### src/rtl/uart_tx_arbiter.sv
// -----------------------------------------------------------------------------
// uart_tx_arbiter
//
// Shares one UART frame transmitter between NUM_REQ byte requesters using a
// round-robin pointer. A granted requester's byte and parity setting are
// captured into tx_data / tx_parity_type, which then stay stable until the next
// grant. The transmitter is then handed a one-cycle send enable. Its
// active/done flags are followed through the frame. A completion pulse goes
// back to the requester that owns the frame, or an error pulse is raised if the
// transmitter stalls. A short forced idle gap separates consecutive frames.
//
// Parameters
//   NUM_REQ     number of requesters (2..8)
//   TIMEOUT     cycles allowed for tx_active to rise after the send enable;
//               TIMEOUT+11 cycles allowed for the frame once active is high
//   GAP_CYCLES  extra idle cycles forced between frames (0..15)
//
// Ports
//   baud_clk        clock from the baud generator, rising edge
//   reset           asynchronous, active-high reset
//   req             per-requester level request, held until gnt
//   req_data        byte for requester i in bits [8i+7:8i]
//   req_parity      parity type for requester i in bits [2i+1:2i]
//   gnt             one-cycle one-hot grant (byte captured on this edge)
//   done            one-cycle one-hot frame-complete pulse
//   err             one-cycle pulse when a frame is aborted on timeout
//   busy            high from grant until the end of the inter-frame gap
//   tx_send         send enable to the transmitter
//   tx_data         data_in to the transmitter
//   tx_parity_type  parity_type to the transmitter
//   tx_active       active_flag from the transmitter
//   tx_done         done_flag from the transmitter
// -----------------------------------------------------------------------------
module uart_tx_arbiter #(
  parameter int NUM_REQ    = 4,
  parameter int TIMEOUT    = 32,
  parameter int GAP_CYCLES = 1
) (
  input  logic                   baud_clk,
  input  logic                   reset,
  input  logic [NUM_REQ-1:0]     req,
  input  logic [8*NUM_REQ-1:0]   req_data,
  input  logic [2*NUM_REQ-1:0]   req_parity,
  output logic [NUM_REQ-1:0]     gnt,
  output logic [NUM_REQ-1:0]     done,
  output logic                   err,
  output logic                   busy,
  output logic                   tx_send,
  output logic [7:0]             tx_data,
  output logic [1:0]             tx_parity_type,
  input  logic                   tx_active,
  input  logic                   tx_done
);

  localparam int PTR_W   = $clog2(NUM_REQ);
  localparam int TIMER_W = $clog2(TIMEOUT + 12);

  // WAIT_ACT: the timer is cleared on the edge that raises tx_send, so the
  // abort lands TIMEOUT edges after tx_send goes high.
  localparam logic [TIMER_W-1:0] ACT_LIMIT  = TIMER_W'(TIMEOUT - 1);
  // WAIT_DONE: the timer is cleared one edge after tx_active rose (the edge
  // that samples it), so the abort lands TIMEOUT+11 edges after the rise.
  localparam logic [TIMER_W-1:0] DONE_LIMIT = TIMER_W'(TIMEOUT + 9);
  localparam logic [TIMER_W-1:0] TIMER_MAX  = '1;
  localparam logic [3:0]         GAP_LIMIT  = 4'(GAP_CYCLES);
  localparam logic [PTR_W-1:0]   LAST_IDX   = PTR_W'(NUM_REQ - 1);

  typedef enum logic [2:0] {
    IDLE      = 3'd0,
    SEND      = 3'd1,
    WAIT_ACT  = 3'd2,
    WAIT_DONE = 3'd3,
    GAP       = 3'd4
  } state_t;

  state_t               state_reg, state_next;
  logic [PTR_W-1:0]     ptr_reg, ptr_next;
  logic [PTR_W-1:0]     cur_reg, cur_next;
  logic [TIMER_W-1:0]   timer_reg, timer_next;
  logic [3:0]           gap_reg, gap_next;
  logic [NUM_REQ-1:0]   gnt_reg, gnt_next;
  logic [NUM_REQ-1:0]   done_reg, done_next;
  logic                 err_reg, err_next;
  logic                 busy_reg, busy_next;
  logic                 send_reg, send_next;
  logic [7:0]           data_reg, data_next;
  logic [1:0]           par_reg, par_next;

  // Per-requester views of the packed buses and one-hot decodes.
  logic [7:0]           data_arr [NUM_REQ];
  logic [1:0]           par_arr  [NUM_REQ];
  logic [NUM_REQ-1:0]   win_onehot;
  logic [NUM_REQ-1:0]   cur_onehot;

  logic                 found;
  logic [PTR_W-1:0]     win_idx;
  logic [PTR_W-1:0]     cand_idx;
  int                   cand;
  logic [TIMER_W-1:0]   timer_inc;

  genvar gi;
  generate
    for (gi = 0; gi < NUM_REQ; gi++) begin : g_req
      assign data_arr[gi]   = req_data[8*gi +: 8];
      assign par_arr[gi]    = req_parity[2*gi +: 2];
      assign win_onehot[gi] = (win_idx == PTR_W'(gi));
      assign cur_onehot[gi] = (cur_reg == PTR_W'(gi));
    end
  endgenerate

  // Round-robin search: first set request at or after ptr, wrapping.
  always_comb begin
    found    = 1'b0;
    win_idx  = '0;
    cand     = 0;
    cand_idx = '0;
    for (int k = 0; k < NUM_REQ; k++) begin
      cand     = (int'(ptr_reg) + k) % NUM_REQ;
      cand_idx = PTR_W'(cand);
      if (!found && req[cand_idx]) begin
        found   = 1'b1;
        win_idx = cand_idx;
      end
    end
  end

  // Saturating increment so a stuck timer never wraps back into range.
  assign timer_inc = (timer_reg == TIMER_MAX) ? timer_reg : timer_reg + 1'b1;

  always_comb begin
    state_next = state_reg;
    ptr_next   = ptr_reg;
    cur_next   = cur_reg;
    timer_next = timer_reg;
    gap_next   = gap_reg;
    gnt_next   = '0;
    done_next  = '0;
    err_next   = 1'b0;
    busy_next  = busy_reg;
    send_next  = 1'b0;
    data_next  = data_reg;
    par_next   = par_reg;

    unique case (state_reg)
      IDLE: begin
        if (found) begin
          gnt_next   = win_onehot;
          data_next  = data_arr[win_idx];
          par_next   = par_arr[win_idx];
          busy_next  = 1'b1;
          cur_next   = win_idx;
          ptr_next   = (win_idx == LAST_IDX) ? '0 : win_idx + 1'b1;
          state_next = SEND;
        end
      end

      SEND: begin
        send_next  = 1'b1;
        timer_next = '0;
        state_next = WAIT_ACT;
      end

      WAIT_ACT: begin
        if (tx_active) begin
          timer_next = '0;
          state_next = WAIT_DONE;
        end else if (timer_reg >= ACT_LIMIT) begin
          err_next   = 1'b1;
          gap_next   = '0;
          state_next = GAP;
        end else begin
          timer_next = timer_inc;
        end
      end

      WAIT_DONE: begin
        // Completion is taken only once active has dropped with done high.
        if (!tx_active && tx_done) begin
          done_next  = cur_onehot;
          gap_next   = '0;
          state_next = GAP;
        end else if (timer_reg >= DONE_LIMIT) begin
          err_next   = 1'b1;
          gap_next   = '0;
          state_next = GAP;
        end else begin
          timer_next = timer_inc;
        end
      end

      GAP: begin
        if (gap_reg >= GAP_LIMIT) begin
          busy_next  = 1'b0;
          state_next = IDLE;
        end else begin
          gap_next = gap_reg + 1'b1;
        end
      end

      default: begin
        state_next = IDLE;
        busy_next  = 1'b0;
      end
    endcase
  end

  always_ff @(posedge baud_clk or posedge reset) begin
    if (reset) begin
      state_reg <= IDLE;
      ptr_reg   <= '0;
      cur_reg   <= '0;
      timer_reg <= '0;
      gap_reg   <= '0;
      gnt_reg   <= '0;
      done_reg  <= '0;
      err_reg   <= 1'b0;
      busy_reg  <= 1'b0;
      send_reg  <= 1'b0;
      data_reg  <= 8'h00;
      par_reg   <= 2'b00;
    end else begin
      state_reg <= state_next;
      ptr_reg   <= ptr_next;
      cur_reg   <= cur_next;
      timer_reg <= timer_next;
      gap_reg   <= gap_next;
      gnt_reg   <= gnt_next;
      done_reg  <= done_next;
      err_reg   <= err_next;
      busy_reg  <= busy_next;
      send_reg  <= send_next;
      data_reg  <= data_next;
      par_reg   <= par_next;
    end
  end

  assign gnt            = gnt_reg;
  assign done           = done_reg;
  assign err            = err_reg;
  assign busy           = busy_reg;
  assign tx_send        = send_reg;
  assign tx_data        = data_reg;
  assign tx_parity_type = par_reg;

endmodule
### config.mk
export PLATFORM = sky130hd
export DESIGN_NAME = uart_tx_arbiter
export DESIGN_NICKNAME = d
export VERILOG_FILES = /design/src/rtl/uart_tx_arbiter.sv
export SDC_FILE = /design/constraint.sdc
export NUM_CORES = 1
export LEC_CHECK = 0
export CELL_PAD_IN_SITES_DETAIL_PLACEMENT = 0
export CELL_PAD_IN_SITES_GLOBAL_PLACEMENT = 2
export CORE_MARGIN = 1.5
export CORE_UTILIZATION = 30
export CTS_CLUSTER_SIZE = 12
export DETAILED_ROUTE_END_ITERATION = 6
export HOLD_SLACK_MARGIN = 0.05
export PLACE_DENSITY = 0.95
export SETUP_SLACK_MARGIN = 0.15
export SYNTH_ARGS = -nofsm -noshare
export SYNTH_HDL_FRONTEND = slang
export SYNTH_SLANG_ARGS = --single-unit
### constraint.sdc
create_clock -name baud_clk -period 6.15 [get_ports baud_clk]
set_clock_uncertainty 0.2 [all_clocks]
set_input_delay 0.9225 -clock baud_clk [delete_from_list [all_inputs] [get_ports baud_clk]]
set_output_delay 0.9225 -clock baud_clk [all_outputs]
set_load 0.05 [all_outputs]
==> flow_metrics.py, run 1 <==
metrics = {
    "clock_tree": {
        "post_cts_hold_fix_bufs": 0,
        "cts-buffers-inserted": 5,
        "sinks_on_the_clock_net": 38,
        "cts_tree": "yes",
        "htree_depth": 2,
        "cts_post_setup_buffers_inserted": 0,
        "clock-root-buffer": "sky130_fd_sc_hd__clkbuf_8",
        "worstSkewPairLatency_ns": 0.29,
        "cts_resized": 0,
        "worst_setup_hold_path_clk_slew_ns": 0.08,
        "clock_path_buffers": 2,
    },
    "cells_and_area": {
        "final_core_util_pct": 42.30,
        "nFillCells": 716,
        "area_growth_syn_to_layout_pct": 38.08,
        "final_layout_size_suffix_gt1_share_pct": 8.651,
        "multiInputGateArea_um2": 1102,
        "mostFrequentLayoutCells": "sky130_fd_sc_hd__clkdlybuf4s50_1 (68), sky130_fd_sc_hd__dfrtp_1 (38), sky130_fd_sc_hd__nand2_1 (25)",
        "ant_diodes": 0,
        "layout.nets": 343,
        "regArea_um2": 950.9,
        "post_layout_nonfiller_instances": 388,
        "layout.cells.most_common": "sky130_fd_sc_hd__clkdlybuf4s50_1",
        "largest_reg_flops": 8,
    },
    "timing": {
        "timing.fmax_ghz": 0.3032,
        "post-route-period-util_pct": 53.62,
        "period_needed_ns": 3.298,
        "fin_setup_tns_ns": 0,
        "worstMarginPinSlew_ns": 1.078,
        "grt_setup_unrepaired": "no",
        "report.final.hold_viol_count": 0,
        "report.final.setup_viol": 0,
        "max_slew_margin_pct": 27.88,
        "report.final.slew_viol_count": 0,
        "final_critical_path_setup_slack_ns": 2.852,
    },
    "route": {
        "drt_first_pass_iters": 4,
        "detailroute.via_count": 1888,
        "detail_route.wl_per_cell_um": 14.49,
        "wirelength_routed_um": 5622,
        "vias_per_cell": 4.866,
        "drc": 0,
        "detail-route-antenna-nets": 0,
        "first_iter_violations": 86,
    },
    "placement": {
        "hpwl_um": 4062,
        "preCtsSetupSlack_ns": 2.541,
        "placedCellCount": 380,
        "routabilityCongestion": 0.8023,
        "number_of_input_and_output_port_buffers_inserted": 68,
    },
    "grt": {
        "grt_pass1_wl_um": 8797,
        "grt-ovfl-total": 0,
        "first_global_vias": 1773,
        "antenna_found_initial": 0,
        "track_usage_pct": 14.72,
        "largest_net_degree_at_the_start_of_global_routing": 39,
    },
    "outcome": {
        "status": "completed",
    },
    "power": {
        "peakVddDrop_mv": 0.1279,
        "netSwitchingFraction_pct": 45.81,
        "pwr_density_cell_nw_per_um2": 410.0,
        "power_frac_seq_pct": 32.7,
        "pwr-share-comb_pct": 52.6,
        "switching_power_uw": 570.2,
        "p_leak_nw": 1.293,
        "internal-power_uw": 674.4,
        "clock_power_share_pct": 14.8,
    },
    "run": {
        "max_cap_violations": 0,
    },
    "critical_path": {
        "end_kind": "flop",
        "worst-path-buf-inv": 1,
        "worst_path_dominant_cell_family": "simple AND/OR/NAND/NOR gates",
        "critical_path_required_ns": 6.16,
        "cp_slowest_stage_delay_ns": 0.71,
        "critPathLaunchType": "input pin",
        "crit_path_cell_trace": "clkdlybuf4s50_1 -> nor4_2 -> nor4_4 -> nand2_1 -> o221ai_2",
        "critPathKind": "in -> reg",
        "cpMaxStageDelayCell": "sky130_fd_sc_hd__nor4_4",
        "path_max_fanout": 18,
        "cp.arrival_ns": 3.31,
    },
    "yosys": {
        "syn-num-nets": 279,
        "post_synth_edffs": 0,
        "synth.cell_area_um2": 2198,
        "sequential_element_share_of_the_synthesized_area_pct": 43.26,
        "yosysWarnings": 0,
        "ys.flop_type": "sky130_fd_sc_hd__dfrtp_1",
        "postSynthRegisterBits": 38,
        "postSynth.asyncResetShare_pct": 100.0,
        "syn_area_per_cell_um2": 9.814,
        "post_synth_inst_count": 224,
        "netlist-cell-type-count": 45,
    },
    "die": {
        "die_y_um": 88.60,
        "ioPinCount": 69,
        "die_x_um": 88.60,
        "num_rows": 31,
        "fp.coreArea_um2": 7176,
        "floorplan.initialDensity_pct": 30.64,
        "die_area_um2": 7850,
    },
    "worst_hold_path": {
        "min-delay-path-class": "reg -> reg",
    },
}
==> logic make-up after synthesis <==
kind of cell	share of synthesized area [%]
AND/OR/NAND/NOR	20.66
buffers and inverters	6.602
multiplexers	4.553
flip-flops	43.26
AO/OA/AOI/OAI	20.95
adder cells (fa/ha/maj)	3.984
==> through the flow <==
step | area (um^2) | hold slack [ns] | total power, mW
final | 3035 | 0.3028 | 1.245
after global routing | 3035 | 0.3223 | 1.333
after CTS | 3035 | 0.3047 | 1.255
after detailed placement | 2940 | 0.2783 | 1.067
after global placement | 2940 | 0.2845 | 1.060
after floorplan | 2198 | 0.2542 | 0.8838
==> synthesized netlist by cell type (3+ instances only) <==
cell	n	area share (%)
sky130_fd_sc_hd__o221ai_2	9	6.1
sky130_fd_sc_hd__a21oi_1	11	2.5
sky130_fd_sc_hd__a41oi_1	3	1.2
sky130_fd_sc_hd__nand2b_1	5	1.4
sky130_fd_sc_hd__and3_1	4	1.1
sky130_fd_sc_hd__mux2i_1	10	4.6
sky130_fd_sc_hd__o21ai_0	10	2.3
sky130_fd_sc_hd__nand4_1	5	1.4
sky130_fd_sc_hd__ha_1	7	4.0
sky130_fd_sc_hd__nor2b_1	4	1.1
sky130_fd_sc_hd__o21a_1	3	1.0
sky130_fd_sc_hd__nand2_1	25	4.3
sky130_fd_sc_hd__nor2_1	14	2.4
sky130_fd_sc_hd__inv_1	20	3.4
sky130_fd_sc_hd__a2bb2oi_1	10	4.0
sky130_fd_sc_hd__nor4b_1	3	1.2
sky130_fd_sc_hd__nand3_1	3	0.68
sky130_fd_sc_hd__dfrtp_1	38	43
sky130_fd_sc_hd__clkbuf_1	6	1.0
==> worst paths after layout <==
check / cells after the start / endpoint / start / slack [ns]
max: 5 / tx_data[3] / req[1] / 2.85
max reg2reg: 3 / tx_data[3] / state_reg[0] / 3.45
max in group asynchronous: 3 / gnt[3] / reset / 4.54
min reg2reg: 1 / done[1] / cur_reg[1] / 0.30
min: 1 / done[1] / cur_reg[1] / 0.30
min in group asynchronous: 3 / tx_data[6] / reset / 0.85
==> power groups by stage <==
| stage | combinational, mW | clock, mW | sequential (mW) |
|---|---|---|---|
| 3_5_place_dp | 0.657 | 0 | 0.409 |
| 4_1_cts | 0.659 | 0.190 | 0.406 |
| 6_report | 0.655 | 0.184 | 0.406 |
| 2_1_floorplan | 0.361 | 0 | 0.522 |
| 3_3_place_gp | 0.651 | 0 | 0.410 |
| 5_1_grt | 0.712 | 0.199 | 0.422 |
==> layout make-up <==
type / instances / share of cell area, %
clock buffer: 6 / 2.721
inverter: 20 / 2.473
multi-input combinational: 154 / 36.32
timing repair buffer: 69 / 22.67
sequential: 38 / 31.33
clock inverter: 2 / 0.4122
tap: 99 / 4.081
==> metal layers <==
metal	share of wire, %	wire length (um)	GRT usage (%)
met5	0	0	0
met4	0.75	42	4.688
met3	2.8	160	2.799
met2	50	2793	22.35
met1	47	2626	21.17
No activity file was read; power rests on OpenSTA's default activity.
==> run 2, diff against run 1 <==
- CORE_UTILIZATION: 30 -> 25
- PLACE_DENSITY: 0.95 -> 0.87
- clock period: 6.15 -> 2.95 ns (I/O delays scaled with it)
==> run 2 against run 1 <==
Register-to-register slack worse by 2.7 ns. Setup slack worse by 2.2 ns. Non-clock buffer count is 5 higher. Cell count is 3.6% higher. Worst hold slack better by 0.0073 ns. Largest cell class unchanged. Highest routed layer unchanged. Wire length is 0.18% lower. Sequential share of layout area is 0.46 points lower. Clock power is 100% higher. Clock-buffer cell count is 1 higher. Die area is 19% higher. Design area is 1.5% higher. Via count is 0.74% higher.
==> flow_metrics.py, run 2 (synthesized netlist as in run 1, its figures left out) <==
metrics = {
    "run": {
        "max_cap_violations": 0,
    },
    "grt": {
        "grt-ovfl-total": 0,
        "track_usage_pct": 12.78,
        "antenna_found_initial": 0,
        "grt_pass1_wl_um": 9804,
        "largest_net_degree_at_the_start_of_global_routing": 39,
        "first_global_vias": 1955,
    },
    "power": {
        "pwr_density_cell_nw_per_um2": 850.2,
        "peakVddDrop_mv": 0.3622,
        "p_leak_nw": 1.317,
    },
    "timing": {
        "period_needed_ns": 2.324,
        "worstMarginPinSlew_ns": 0.5832,
        "grt_setup_unrepaired": "no",
        "report.final.slew_viol_count": 0,
        "fin_setup_tns_ns": 0,
        "report.final.hold_viol_count": 0,
        "timing.fmax_ghz": 0.4303,
        "post-route-period-util_pct": 78.77,
        "report.final.setup_viol": 0,
        "max_slew_margin_pct": 61.03,
    },
    "clock_tree": {
        "cts-buffers-inserted": 5,
        "clock_path_buffers": 2,
        "cts_post_setup_buffers_inserted": 0,
        "worstSkewPairLatency_ns": 0.29,
        "post_cts_hold_fix_bufs": 0,
        "clock-root-buffer": "sky130_fd_sc_hd__clkbuf_8",
        "sinks_on_the_clock_net": 38,
        "worst_setup_hold_path_clk_slew_ns": 0.08,
        "cts_tree": "yes",
        "cts_resized": 0,
        "htree_depth": 2,
    },
    "worst_hold_path": {
        "min_delay_path_depth": 2,
        "min-delay-path-class": "reg -> reg",
    },
    "cells_and_area": {
        "layout.nets": 348,
        "final_core_util_pct": 35.67,
        "final_layout_size_suffix_gt1_share_pct": 9.864,
        "layout.cells.most_common": "sky130_fd_sc_hd__clkdlybuf4s50_1",
        "area_growth_syn_to_layout_pct": 40.13,
        "mostFrequentLayoutCells": "sky130_fd_sc_hd__clkdlybuf4s50_1 (68), sky130_fd_sc_hd__dfrtp_1 (38), sky130_fd_sc_hd__nand2_1 (25)",
        "ant_diodes": 0,
        "largest_reg_flops": 8,
    },
    "die": {
        "ioPinCount": 69,
        "die_area_um2": 9365,
        "fp.coreArea_um2": 8636,
        "die_x_um": 96.78,
        "num_rows": 34,
        "die_y_um": 96.78,
        "floorplan.initialDensity_pct": 25.46,
    },
    "critical_path": {
        "end_kind": "flop",
        "path_max_fanout": 10,
        "cp.arrival_ns": 2.32,
        "critPathKind": "in -> reg",
        "critPathLaunchType": "input pin",
        "critical_path_required_ns": 2.94,
        "r2r_cells": 7,
    },
    "route": {
        "wirelength_routed_um": 5612,
        "detailroute.via_count": 1902,
        "first_iter_violations": 118,
        "drc": 0,
        "detail_route.wl_per_cell_um": 13.96,
        "vias_per_cell": 4.731,
        "drt_first_pass_iters": 4,
        "detail-route-antenna-nets": 0,
    },
    "placement": {
        "number_of_input_and_output_port_buffers_inserted": 68,
        "hpwl_um": 4111,
        "routabilityCongestion": 0.7469,
    },
    "outcome": {
        "status": "completed",
    },
}
==> run 2: cell types whose count changed in the layout (fill, tap and decap cells not counted), sizes merged <==
cell,previous run,this run
clkinvlp,1,0
clkbuf,6,7
buf,1,6
==> run 2: worst paths after layout <==
path                                   start           endpoint  slack [ns]
worst max register to register  timer_reg[0]       timer_reg[5]        0.75
worst max-delay path                  req[1]  tx_parity_type[1]        0.63
worst min register to register    tx_data[4]         tx_data[4]        0.31
worst min-delay path              tx_data[4]         tx_data[4]        0.31
min in group asynchronous              reset            done[2]        0.37
max in group asynchronous              reset  tx_parity_type[1]        1.83
==> run 2: worst max-delay path: stages <==
cell                              delay [ns]
sky130_fd_sc_hd__clkdlybuf4s50_1        0.58
sky130_fd_sc_hd__o21bai_1               0.09
sky130_fd_sc_hd__or3b_1                 0.40
sky130_fd_sc_hd__and2_1                 0.18
sky130_fd_sc_hd__or3_4                  0.43
sky130_fd_sc_hd__o221ai_2               0.18
==> run 2: layer usage <==
| layer | part of all wire (%) | up-vias | global-route usage, % | routed length [um] |
|---|---|---|---|---|
| li1 | - | 939 | - | - |
| met1 | 48 | 919 | 17.03 | 2684 |
| met2 | 47 | 37 | 20.93 | 2645 |
| met3 | 4.2 | 7 | 3.107 | 235 |
| met4 | 0.84 | 0 | 3.010 | 47 |
| met5 | 0 | - | 0 | 0 |
==> run 2: final cells by class <==
type                            instances  area [um^2]
Inverter                               20        75.07
Sequential cell                        38        950.9
Clock buffer                            7        86.33
Timing Repair Buffer                   74        725.7
Fill cell                             898         5555
Tap cell                              108        135.1
Clock inverter                          1        5.005
Multi-Input combinational cell        154         1102
==> run 2: power breakdown <==
part / internal, mW / total (mW) / switching [mW]
Sequential: 0.677 / 0.846 / 0.169
Clock: 0.189 / 0.373 / 0.184
Combinational: 0.579 / 1.40 / 0.822
==> run 2: through the flow <==
| stage | setup slack [ns] | power, mW | instances | hold slack, ns | cell area [um^2] |
|---|---|---|---|---|---|
| finish | 0.6262 | 2.619 | 402 | 0.3100 | 3080 |
| global route | 0.4886 | 2.836 | 402 | 0.3322 | 3080 |
| CTS | 0.6314 | 2.658 | 402 | 0.3148 | 3080 |
| detailed placement | 0.3454 | 2.271 | 394 | 0.2885 | 2989 |
| global placement | 0.3738 | 2.257 | 394 | 0.2849 | 2989 |
| floorplan | 0.9238 | 1.842 | 224 | 0.2542 | 2198 |
